### src/rtl/mem_access_initiator.sv
// mem_access_initiator: load/store initiator between the MEM stage and the
// 512-byte big-endian data RAM.
//
// One command at a time is taken on the req_* valid/ready handshake.
// Its size and address alignment are checked: byte is always legal,
// halfword needs addr[0]=0, word needs addr[1:0]=00, and size 11 is illegal.
// A faulting command goes straight to the response and never touches
// the RAM. A legal command runs the RAM port as follows:
//   SETUP   : mem_* driven from the command, mem_enable low
//   ACCESS  : mem_enable high for ACCESS_CYCLES cycles
//   CAPTURE : mem_enable low, load data registered
//   RESP    : response held until resp_ready
//
// Ports
//   clk, rst_n                 clock, async active-low reset
//   req_valid/req_ready        command handshake
//   req_write                  1 = store, 0 = load
//   req_size                   00 byte, 01 half, 10 word, 11 illegal
//   req_signed                 sign-extend a byte/half load
//   req_addr, req_wdata        byte address, right-justified store data
//   resp_valid/resp_ready      response handshake
//   resp_rdata                 load data (0 for stores and faults)
//   resp_fault                 misaligned address or illegal size
//   mem_enable                 RAM Enable (RAM acts on its rising edge)
//   mem_read_write             RAM ReadWrite, 1 = write
//   mem_address                RAM Address
//   mem_data_in                RAM DataIn
//   mem_size                   RAM Size
//   mem_sign_extend            RAM SignExtend, {1'b0, signed}
//   mem_data_out               RAM DataOut

module mem_access_initiator #(
    parameter int ADDR_W        = 9,
    parameter int ACCESS_CYCLES = 2
) (
    input  logic              clk,
    input  logic              rst_n,

    input  logic              req_valid,
    output logic              req_ready,
    input  logic              req_write,
    input  logic [1:0]        req_size,
    input  logic              req_signed,
    input  logic [ADDR_W-1:0] req_addr,
    input  logic [31:0]       req_wdata,

    output logic              resp_valid,
    input  logic              resp_ready,
    output logic [31:0]       resp_rdata,
    output logic              resp_fault,

    output logic              mem_enable,
    output logic              mem_read_write,
    output logic [ADDR_W-1:0] mem_address,
    output logic [31:0]       mem_data_in,
    output logic [1:0]        mem_size,
    output logic [1:0]        mem_sign_extend,
    input  logic [31:0]       mem_data_out
);

    // Down-counter wide enough for ACCESS_CYCLES-1.
    localparam int CNT_W =
        (ACCESS_CYCLES > 1) ? $clog2(ACCESS_CYCLES) : 1;
    localparam logic [CNT_W-1:0] CNT_LOAD =
        CNT_W'(ACCESS_CYCLES - 1);

    typedef enum logic [2:0] {
        S_IDLE,
        S_SETUP,
        S_ACCESS,
        S_CAPTURE,
        S_RESP
    } state_t;

    state_t            r_state;
    state_t            w_next;

    logic [CNT_W-1:0]  r_cnt;

    // Latched command; these registers drive the RAM port directly,
    // so they only change on a legal accept and otherwise hold.
    logic              r_write;
    logic [1:0]        r_size;
    logic              r_signed;
    logic [ADDR_W-1:0] r_addr;
    logic [31:0]       r_wdata;

    logic              r_enable;
    logic              r_resp_valid;
    logic [31:0]       r_rdata;
    logic              r_fault;

    logic              w_req_ready;
    logic              w_accept;
    logic              w_fault;
    logic              w_cnt_zero;
    logic              w_resp_done;

    // Alignment / size check on the incoming command.
    always_comb begin
        w_fault = 1'b0;
        unique case (req_size)
            2'b00:   w_fault = 1'b0;
            2'b01:   w_fault = req_addr[0];
            2'b10:   w_fault = |req_addr[1:0];
            default: w_fault = 1'b1;
        endcase
    end

    assign w_accept    = req_valid && w_req_ready;
    assign w_cnt_zero  = (r_cnt == '0);
    assign w_resp_done = r_resp_valid && resp_ready;

    always_ff @(posedge clk or negedge rst_n) begin
        if (!rst_n) begin
            r_state <= S_IDLE;
        end else begin
            r_state <= w_next;
        end
    end

    always_comb begin
        w_next      = r_state;
        w_req_ready = 1'b0;
        unique case (r_state)
            S_IDLE: begin
                w_req_ready = 1'b1;
                if (req_valid) begin
                    w_next = w_fault ? S_RESP : S_SETUP;
                end
            end
            S_SETUP: begin
                w_next = S_ACCESS;
            end
            S_ACCESS: begin
                if (w_cnt_zero) begin
                    w_next = S_CAPTURE;
                end
            end
            S_CAPTURE: begin
                w_next = S_RESP;
            end
            S_RESP: begin
                if (resp_ready) begin
                    w_next = S_IDLE;
                end
            end
            default: begin
                w_next = S_IDLE;
            end
        endcase
    end

    // Enable length counter: loaded in SETUP, counts down in ACCESS.
    always_ff @(posedge clk or negedge rst_n) begin
        if (!rst_n) begin
            r_cnt <= '0;
        end else if (r_state == S_SETUP) begin
            r_cnt <= CNT_LOAD;
        end else if (r_state == S_ACCESS && !w_cnt_zero) begin
            r_cnt <= r_cnt - 1'b1;
        end
    end

    // Command latch / RAM port drivers. A faulting command never
    // disturbs the RAM-side registers.
    always_ff @(posedge clk or negedge rst_n) begin
        if (!rst_n) begin
            r_write  <= 1'b0;
            r_size   <= 2'b00;
            r_signed <= 1'b0;
            r_addr   <= '0;
            r_wdata  <= '0;
        end else if (w_accept && !w_fault) begin
            r_write  <= req_write;
            r_size   <= req_size;
            r_signed <= req_signed;
            r_addr   <= req_addr;
            r_wdata  <= req_wdata;
        end
    end

    // Registered enable so the RAM sees a clean pulse; it rises
    // exactly once per legal command.
    always_ff @(posedge clk or negedge rst_n) begin
        if (!rst_n) begin
            r_enable <= 1'b0;
        end else begin
            r_enable <= (w_next == S_ACCESS);
        end
    end

    // Response path.
    always_ff @(posedge clk or negedge rst_n) begin
        if (!rst_n) begin
            r_resp_valid <= 1'b0;
            r_rdata      <= '0;
            r_fault      <= 1'b0;
        end else begin
            r_resp_valid <= (w_next == S_RESP);
            if (w_accept) begin
                r_rdata <= '0;
                r_fault <= w_fault;
            end else if (r_state == S_CAPTURE) begin
                r_rdata <= r_write ? 32'h0 : mem_data_out;
            end else if (w_resp_done) begin
                r_rdata <= '0;
                r_fault <= 1'b0;
            end
        end
    end

    assign req_ready       = w_req_ready;
    assign resp_valid      = r_resp_valid;
    assign resp_rdata      = r_rdata;
    assign resp_fault      = r_fault;

    assign mem_enable      = r_enable;
    assign mem_read_write  = r_write;
    assign mem_address     = r_addr;
    assign mem_data_in     = r_wdata;
    assign mem_size        = r_size;
    assign mem_sign_extend = {1'b0, r_signed};

endmodule

### config.mk
export PLATFORM = sky130hd
export DESIGN_NAME = mem_access_initiator
export DESIGN_NICKNAME = d
export VERILOG_FILES = /design/src/rtl/mem_access_initiator.sv
export SDC_FILE = /design/constraint.sdc
export NUM_CORES = 1
export LEC_CHECK = 0
export BUFFER_PORTS_ARGS = -buffer_cell sky130_fd_sc_hd__buf_4
export CORE_ASPECT_RATIO = 0.7
export CORE_MARGIN = 2
export CORE_UTILIZATION = 30
export DETAILED_ROUTE_END_ITERATION = 16
export PLACE_DENSITY = 0.58
export SLEW_MARGIN = 0
export SYNTH_ARGS = -nofsm -noshare
export SYNTH_HDL_FRONTEND = slang
export SYNTH_SLANG_ARGS = --single-unit
### constraint.sdc
create_clock -name clk -period 1.73 [get_ports clk]
set_input_delay 0.2595 -clock clk [delete_from_list [all_inputs] [get_ports clk]]
set_output_delay 0.2595 -clock clk [all_outputs]
set_load 0.01 [all_outputs]
==> metrics.csv, run 1 <==
metric,value,unit
avgSynthCellArea,16.16,sq um
dpl.cell_count,520,
combPwrFrac,42.0,%
avgRoutedWirePerCell,15.61,um
ys_seq_area_share,61.95,%
power_frac_seq,38.2,%
crit_fanout,19,
cts_tree,done,
postCtsResizedCells,0,
yosysMostFrequentCell,dfrtp_1,
hpwl,5.990,mm
yosys_warnings,0,
grt_pass1_wl,13.57,mm
path_class,reg2reg,
cp.required,1940,ps
die_area,12190,sq um
htree_levels,3,
synthArstFlopShare,100.0,%
rsz0062_at_grt,no,
holdCritStartpoint,mem_data_out[12],
firstDrtPassIters,4,
p_clk_share,19.8,%
ios,163,
routabilityCongestion,0.7393,
finalHoldWorstSlack,149.4,ps
netlist_area,3393,sq um
tns,0,ps
die_width,131.1,um
worst_path_largest_cell_delay,400,ps
hold_viol,0,
hold_path_depth,2,
hold_end,resp_rdata[12],
synth.distinct_cells,26,
reg2reg_depth,4,
path_cells,"nor4b_4, o21ai_4, buf_12, mux2_4",
synth_common_cells,"84 x dfrtp_1, 39 x mux2_4, 32 x a32o_1",
cts_made_buffers,9,
start_util,30.82,%
p_leak,2.632,nW
fp.dieH,92.98,um
grt_antenna_before_repair,0,
cp.arrival,1790,ps
place_area,4853,sq um
drtIter0Drc,53,
finalClockSkew,4.264,ps
status,"finished, final reports clean",
p_int,5.761,mW
min_path_type,in2reg,
syn_to_final_growth,50.74,%
critical-path-slowest-cell,dfrtp_1,
route.detailed.drc,0,
cp-start-kind,flip-flop,
wl,8.369,mm
diodes,0,
clock_sinks,84,
grt_max_degree,85,
grt_usage,14.26,%
ant_nets,0,
synth_top_area_share,61.95,%
core_area,11010,sq um
end_kind,flip-flop,
fin_util,46.45,%
drive_gt1_share,61.88,%
power.switching,2.566,mW
fin_area,5115,sq um
grt_remaining_overflow,0,
setup_viol,0,
grt_pass1_vias,2503,
fmax,631.9,MHz
synthFlopType,dfrtp_1,
ir_worst_vdd,0.8358,mV
slew_violations,0,
rows,32,
synth-edff-count,0,
ys_ff_latch,84,
syn_inst,210,
clk_pin_slew_worst_paths,60,ps
root_buffer,clkbuf_16,
switching_share,30.81,%
regToRegEndpoint,mem_data_in[22],
clockBufferDepth,2,
maxCapViolations,0,
reg2reg_from,r_state[1],
synth.net_count,291,
synth_area_leaders,"dfrtp_1 62%, mux2_4 17%, a32o_1 9.4%",
period_share,91.47,%
clk-insertion-delay-late,330,ps
vias,2402,
p_per_area,1628,nW/um^2
period_minus_slack,1582,ps
yosys.area.top_type,dfrtp_1,
final_nets,460,
r2r_setup_slack,150,ps
vias_per_cell,4.481,
instances_no_fill,536,
io_buffer_count,161,
-- kinds of logic after synthesis --
| logic type | synth area share, % |
|---|---|
| compound gates | 12.06 |
| other cells | 0.1105 |
| flops | 61.95 |
| mux | 19.25 |
| simple gates | 3.060 |
| buf+inv | 3.577 |
-- critical path: cells and delay by family, from the launching register on --
kind | cells | cell delay (ps)
flip-flops | 1 | 400
multiplexers | 1 | 310
buffers and inverters | 1 | 200
AO/OA/AOI/OAI | 1 | 170
AND/OR/NAND/NOR | 1 | 370
-- metal layers --
metal  track usage [%]  up-vias  share of wire, %
li1                  -     1119                 -
met1             18.75     1154                44
met2             19.61      119                42
met3             8.184       10                12
met4             4.620        0               1.1
met5                 0        -                 0
-- power by group through the flow --
| stage | logic, mW | clock network (mW) | registers, mW |
|---|---|---|---|
| after global routing | 3.76 | 1.82 | 3.27 |
| after detailed placement | 3.55 | 0 | 3.17 |
| final | 3.50 | 1.65 | 3.18 |
| after floorplan | 1.55 | 0 | 3.43 |
| after global placement | 3.49 | 0 | 3.18 |
| after CTS | 3.54 | 1.74 | 3.19 |
-- final cells by class --
cell class,instances,area (sq um)
Clock buffer,12,236.5
Tap cell,153,191.4
Sequential cell,84,2102
Multi-Input combinational cell,106,1176
Timing Repair Buffer,176,1386
Clock inverter,3,15.01
Inverter,2,7.507
Fill cell,1014,5896
-- repair_timing --
item                      4_1_cts  5_1_grt
hold buffers                    1        0
setup buffers                   0        0
hold endpoints to repair       84        0
-- state kept, by name, indices dropped and copies added, names as in the netlist --
name	flops
resp_valid	1
resp_fault	1
mem_enable	1
mem_size	2
mem_data_in	32
mem_address	9
r_cnt	1
mem_read_write	1
r_state	3
r_signed	1
resp_rdata	32
-- metrics by stage --
stage          power [mW]  worst slack, ps
3_5_place_dp        6.727            143.8
4_1_cts             8.465            134.5
5_1_grt             8.850            98.63
3_3_place_gp        6.667            193.6
2_1_floorplan       4.984            81.63
6_report            8.327            147.5
-- worst max-delay path by stage --
stage | from | to | slack [ps] | cells past startpoint
finish | r_state[1] | mem_data_in[22] | 150 | 4
global route | r_state[1] | mem_address[1] | 100 | 4
CTS | r_state[1] | mem_data_in[13] | 130 | 4
detailed placement | r_state[1] | mem_address[4] | 140 | 4
global placement | req_size[0] | mem_data_in[4] | 190 | 6
floorplan | r_state[1] | mem_address[8] | 80 | 5
-- cell usage in the layout, fill, tap and decap left out --
cell / instances
a21o_1: 2
a21oi_1: 4
a22o_1: 1
a32o_1: 32
and2_1: 2
buf_12: 5
buf_4: 170
clkbuf_1: 3
clkbuf_16: 9
clkinv_2: 3
conb_1: 1
dfrtp_1: 84
dlygate4sd3_1: 1
inv_1: 2
mux2_2: 6
mux2_4: 39
nand2_1: 3
nand2b_1: 1
nand3b_1: 2
nor2_1: 1
nor2_2: 1
nor3_1: 2
nor3b_1: 1
nor4b_4: 1
o21ai_0: 3
o21ai_2: 1
o21ai_4: 1
o41ai_1: 1
or4b_2: 1
No activity file was read; power rests on OpenSTA's default activity.
==> run 2, diff against run 1 <==
--- a/config.mk
+++ b/config.mk
@@ -6,11 +6,13 @@
 export NUM_CORES = 1
 export LEC_CHECK = 0
 export BUFFER_PORTS_ARGS = -buffer_cell sky130_fd_sc_hd__buf_4
+export CELL_PAD_IN_SITES_DETAIL_PLACEMENT = 0
+export CELL_PAD_IN_SITES_GLOBAL_PLACEMENT = 1
 export CORE_ASPECT_RATIO = 0.7
 export CORE_MARGIN = 2
 export CORE_UTILIZATION = 30
 export DETAILED_ROUTE_END_ITERATION = 16
-export PLACE_DENSITY = 0.58
+export PLACE_DENSITY = 0.71
 export SLEW_MARGIN = 0
 export SYNTH_ARGS = -nofsm -noshare
 export SYNTH_HDL_FRONTEND = slang
==> metrics.csv, run 2 (synthesized netlist as in run 1, its figures left out) <==
metric,value,unit
fin_util,46.58,%
end_kind,flip-flop,
fin_area,5129,sq um
cp.required,1950,ps
final_nets,459,
grt_pass1_vias,2519,
vias_per_cell,4.450,
avgRoutedWirePerCell,15.55,um
grt_antenna_before_repair,0,
status,"finished, final reports clean",
hpwl,5.964,mm
routabilityCongestion,0.7403,
die_area,12190,sq um
finalClockSkew,4.754,ps
cp.arrival,1850,ps
combPwrFrac,40.7,%
htree_levels,3,
period_minus_slack,1628,ps
switching_share,30.68,%
diodes,0,
start_util,30.82,%
ant_nets,0,
syn_to_final_growth,51.14,%
die_width,131.1,um
ir_worst_vdd,0.8221,mV
clock_sinks,84,
io_buffer_count,161,
clockBufferDepth,2,
wl,8.336,mm
core_area,11010,sq um
power.switching,2.608,mW
p_int,5.894,mW
drtIter0Drc,61,
fmax,614.2,MHz
final_common_cell,buf_4,
drive_gt1_share,62.14,%
path_class,reg2reg,
setup_viol,0,
cp-start-kind,flip-flop,
grt_max_degree,85,
place_area,4833,sq um
firstDrtPassIters,5,
power_frac_seq,37.4,%
cts_tree,done,
layout_common_cells,"170 x buf_4, 84 x dfrtp_1, 39 x mux2_4",
grt_pass1_wl,13.49,mm
period_share,94.12,%
clk-insertion-delay-late,340,ps
hold_viol,0,
rsz0062_at_grt,no,
clk_pin_slew_worst_paths,60,ps
crit_fanout,13,
vias,2385,
ios,163,
fp.dieH,92.98,um
grt_remaining_overflow,0,
root_buffer,clkbuf_16,
rows,32,
p_leak,2.635,nW
maxCapViolations,0,
route.detailed.drc,0,
finalHoldWorstSlack,137.9,ps
grt_usage,14.27,%
min_path_type,in2reg,
cts_made_buffers,9,
tns,0,ps
p_clk_share,21.9,%
slew_violations,0,
cts_setup_buffers,0,
p_per_area,1658,nW/um^2
-- run 2: repair_timing --
action	in CTS	in global routing
hold endpoints to repair	84	0
gates resized for setup	0	0
hold buffers	1	0
-- run 2: stage by stage --
stage	power, mW	setup slack [ps]	cells
after floorplan	4.984	81.63	210
after global placement	6.648	135.6	519
after detailed placement	6.703	76.65	519
after CTS	8.629	81.39	536
after global routing	9.026	43.74	536
final	8.502	101.7	536
-- run 2: layout make-up --
cell class	count	area [sq um]
flip-flops and latches	84	2102
fillers	1016	5882
clock inverters	5	52.55
multi-input cells	106	1176
well taps	153	191.4
clock buffers	11	232.7
inverters	2	7.507
repair buffers	175	1366
-- run 2: per-layer routing --
| metal | vias up | wire length, um | track usage, % |
|---|---|---|---|
| met1 | 1136 | 3927 | 18.78 |
| met2 | 116 | 3378 | 19.65 |
| met3 | 10 | 907 | 8.022 |
| met4 | 0 | 122 | 4.891 |
| li1 | 1123 | - | - |
| met5 | - | 0 | 0 |
-- run 2: worst paths after layout --
path                                  start  slack [ps]              to  depth (start not counted)
min reg2reg                      resp_fault         510      resp_fault                          1
min in group asynchronous             rst_n         480  resp_rdata[18]                          3
max in group asynchronous             rst_n         850  mem_address[5]                          3
max                              r_state[1]         100  mem_data_in[7]                          4
max reg2reg                      r_state[1]         100  mem_data_in[7]                          4
min                        mem_data_out[21]         140  resp_rdata[21]                          2
-- run 2: critical path: stages (launching register included) --
cell	delay (ps)
dfrtp_1	410
nor4b_4	390
o21ai_4	160
buf_4	240
mux2_4	310
-- run 2: power groups by stage --
stage / registers [mW] / clock network (mW) / logic (mW)
final: 3.18 / 1.86 / 3.46
after floorplan: 3.43 / 0 / 1.55
after global routing: 3.28 / 2.02 / 3.72
after CTS: 3.18 / 1.93 / 3.51
after global placement: 3.18 / 0 / 3.47
after detailed placement: 3.18 / 0 / 3.52
==> run 3, diff against run 2 <==
--- a/config.mk
+++ b/config.mk
@@ -12,6 +12,7 @@
 export CORE_MARGIN = 2
 export CORE_UTILIZATION = 30
 export DETAILED_ROUTE_END_ITERATION = 16
+export GPL_ROUTABILITY_DRIVEN = 0
 export PLACE_DENSITY = 0.71
 export SLEW_MARGIN = 0
 export SYNTH_ARGS = -nofsm -noshare
==> constraint.sdc (replaced) <==
create_clock -name clk -period 1.73 [get_ports clk]
set_input_delay 0.173 -clock clk [delete_from_list [all_inputs] [get_ports clk]]
set_output_delay 0.173 -clock clk [all_outputs]
set_load 0.01 [all_outputs]
==> metrics.csv, run 3 (synthesized netlist as in run 1, its figures left out) <==
metric,value,unit
tns,0,ps
grt_usage,13.92,%
hold_end,resp_rdata[21],
firstDrtPassIters,4,
p_clk_share,21.5,%
clockBufferDepth,2,
cts_made_buffers,9,
rows,32,
rsz0062_at_grt,no,
holdCritStartpoint,mem_data_out[21],
fmax,631.7,MHz
drive_gt1_share,62.60,%
grt_antenna_before_repair,0,
cp.arrival,1800,ps
end_kind,flip-flop,
min_path_type,in2reg,
avgRoutedWirePerCell,15.26,um
r2r_setup_slack,150,ps
ant_nets,0,
hold_path_depth,2,
crit_buf_inv,1,
die_width,131.1,um
p_int,5.881,mW
vias,2410,
pre_cts_ws,145.9,ps
root_buffer,clkbuf_16,
p_per_area,1642,nW/um^2
grt_pass1_wl,13.30,mm
syn_to_final_growth,51.73,%
power_frac_seq,37.6,%
critPathTopFamily,flip-flops,
cts_tree,done,
cts_setup_buffers,0,
clk-insertion-delay-late,330,ps
critical-path-slowest-cell,dfrtp_1,
power.switching,2.573,mW
cp.required,1950,ps
path_cells,"nor4b_4, o21ai_4, buf_12, mux2_4",
fp.dieH,92.98,um
wl,8.208,mm
route.detailed.drc,0,
combPwrFrac,40.9,%
hpwl,5.978,mm
slew_violations,0,
crit_fanout,19,
ir_worst_vdd,0.8838,mV
vias_per_cell,4.480,
finalClockSkew,5.685,ps
switching_share,30.43,%
cp-start-kind,flip-flop,
regToRegEndpoint,mem_data_in[8],
grt_remaining_overflow,0,
reg2reg_from,r_state[1],
drtIter0Drc,83,
start_util,30.82,%
reg2reg_depth,4,
clk_pin_slew_worst_paths,60,ps
final_nets,461,
cp-startpoint,r_state[1],
grt_pass1_vias,2429,
diodes,0,
core_area,11010,sq um
htree_levels,3,
p_leak,2.647,nW
die_area,12190,sq um
status,"finished, final reports clean",
period_share,91.51,%
path_class,reg2reg,
grt_max_degree,39,
maxCapViolations,0,
worst_path_largest_cell_delay,410,ps
setup_slack,146.9,ps
layout_common_cells,"172 x buf_4, 84 x dfrtp_1, 39 x mux2_4",
clock_sinks,84,
io_buffer_count,161,
final_common_cell,buf_4,
period_minus_slack,1583,ps
setup_viol,0,
ios,163,
hold_viol,0,
[run 3: layer usage]
layer	track usage, %	routed length, um	vias up
li1	-	-	1128
met1	19.27	3946	1155
met2	18.46	3284	119
met3	7.263	883	8
met4	4.620	94	0
met5	0	0	-
[run 3: worst max-delay path by stage]
stage | to | slack (ps) | depth (start not counted)
floorplan | mem_address[8] | 80 | 5
global placement | mem_data_in[10] | 220 | 4
detailed placement | mem_data_in[12] | 150 | 4
CTS | mem_data_in[8] | 130 | 4
global route | resp_rdata[2] | 70 | 5
finish | mem_data_in[8] | 150 | 4
[run 3: final cells by class]
cell class	instances	area, sq um
inverter	2	7.507
clock inverter	3	20.02
clock buffer	13	270.3
fill	1019	5862
sequential	84	2102
tap	153	191.4
timing repair buffer	177	1381
multi-input combinational	106	1176
[run 3: power by group through the flow]
stage | combinational (mW) | clock (mW) | sequential (mW)
after floorplan | 1.55 | 0 | 3.43
after global placement | 3.46 | 0 | 3.18
after detailed placement | 3.52 | 0 | 3.17
after CTS | 3.51 | 1.89 | 3.18
after global routing | 3.71 | 2.00 | 3.27
final | 3.46 | 1.82 | 3.18
[run 3: timing repair]
item	in CTS	in global routing
hold endpoints to repair	30	0
setup endpoints to repair	0	0
resized for setup	0	0
hold buffers	1	0
[run 3: metrics by stage]
stage	power [mW]	area [sq um]	hold WS [ps]	utilization (%)	cells
after global placement	6.641	4848	145.8	44.03	521
after detailed placement	6.690	4848	144.0	44.03	521
final	8.453	5149	61.83	46.76	538
after CTS	8.584	5149	43.97	46.76	538
after global routing	8.987	5149	41.65	46.76	538
after floorplan	4.984	3393	-122.6	-	210
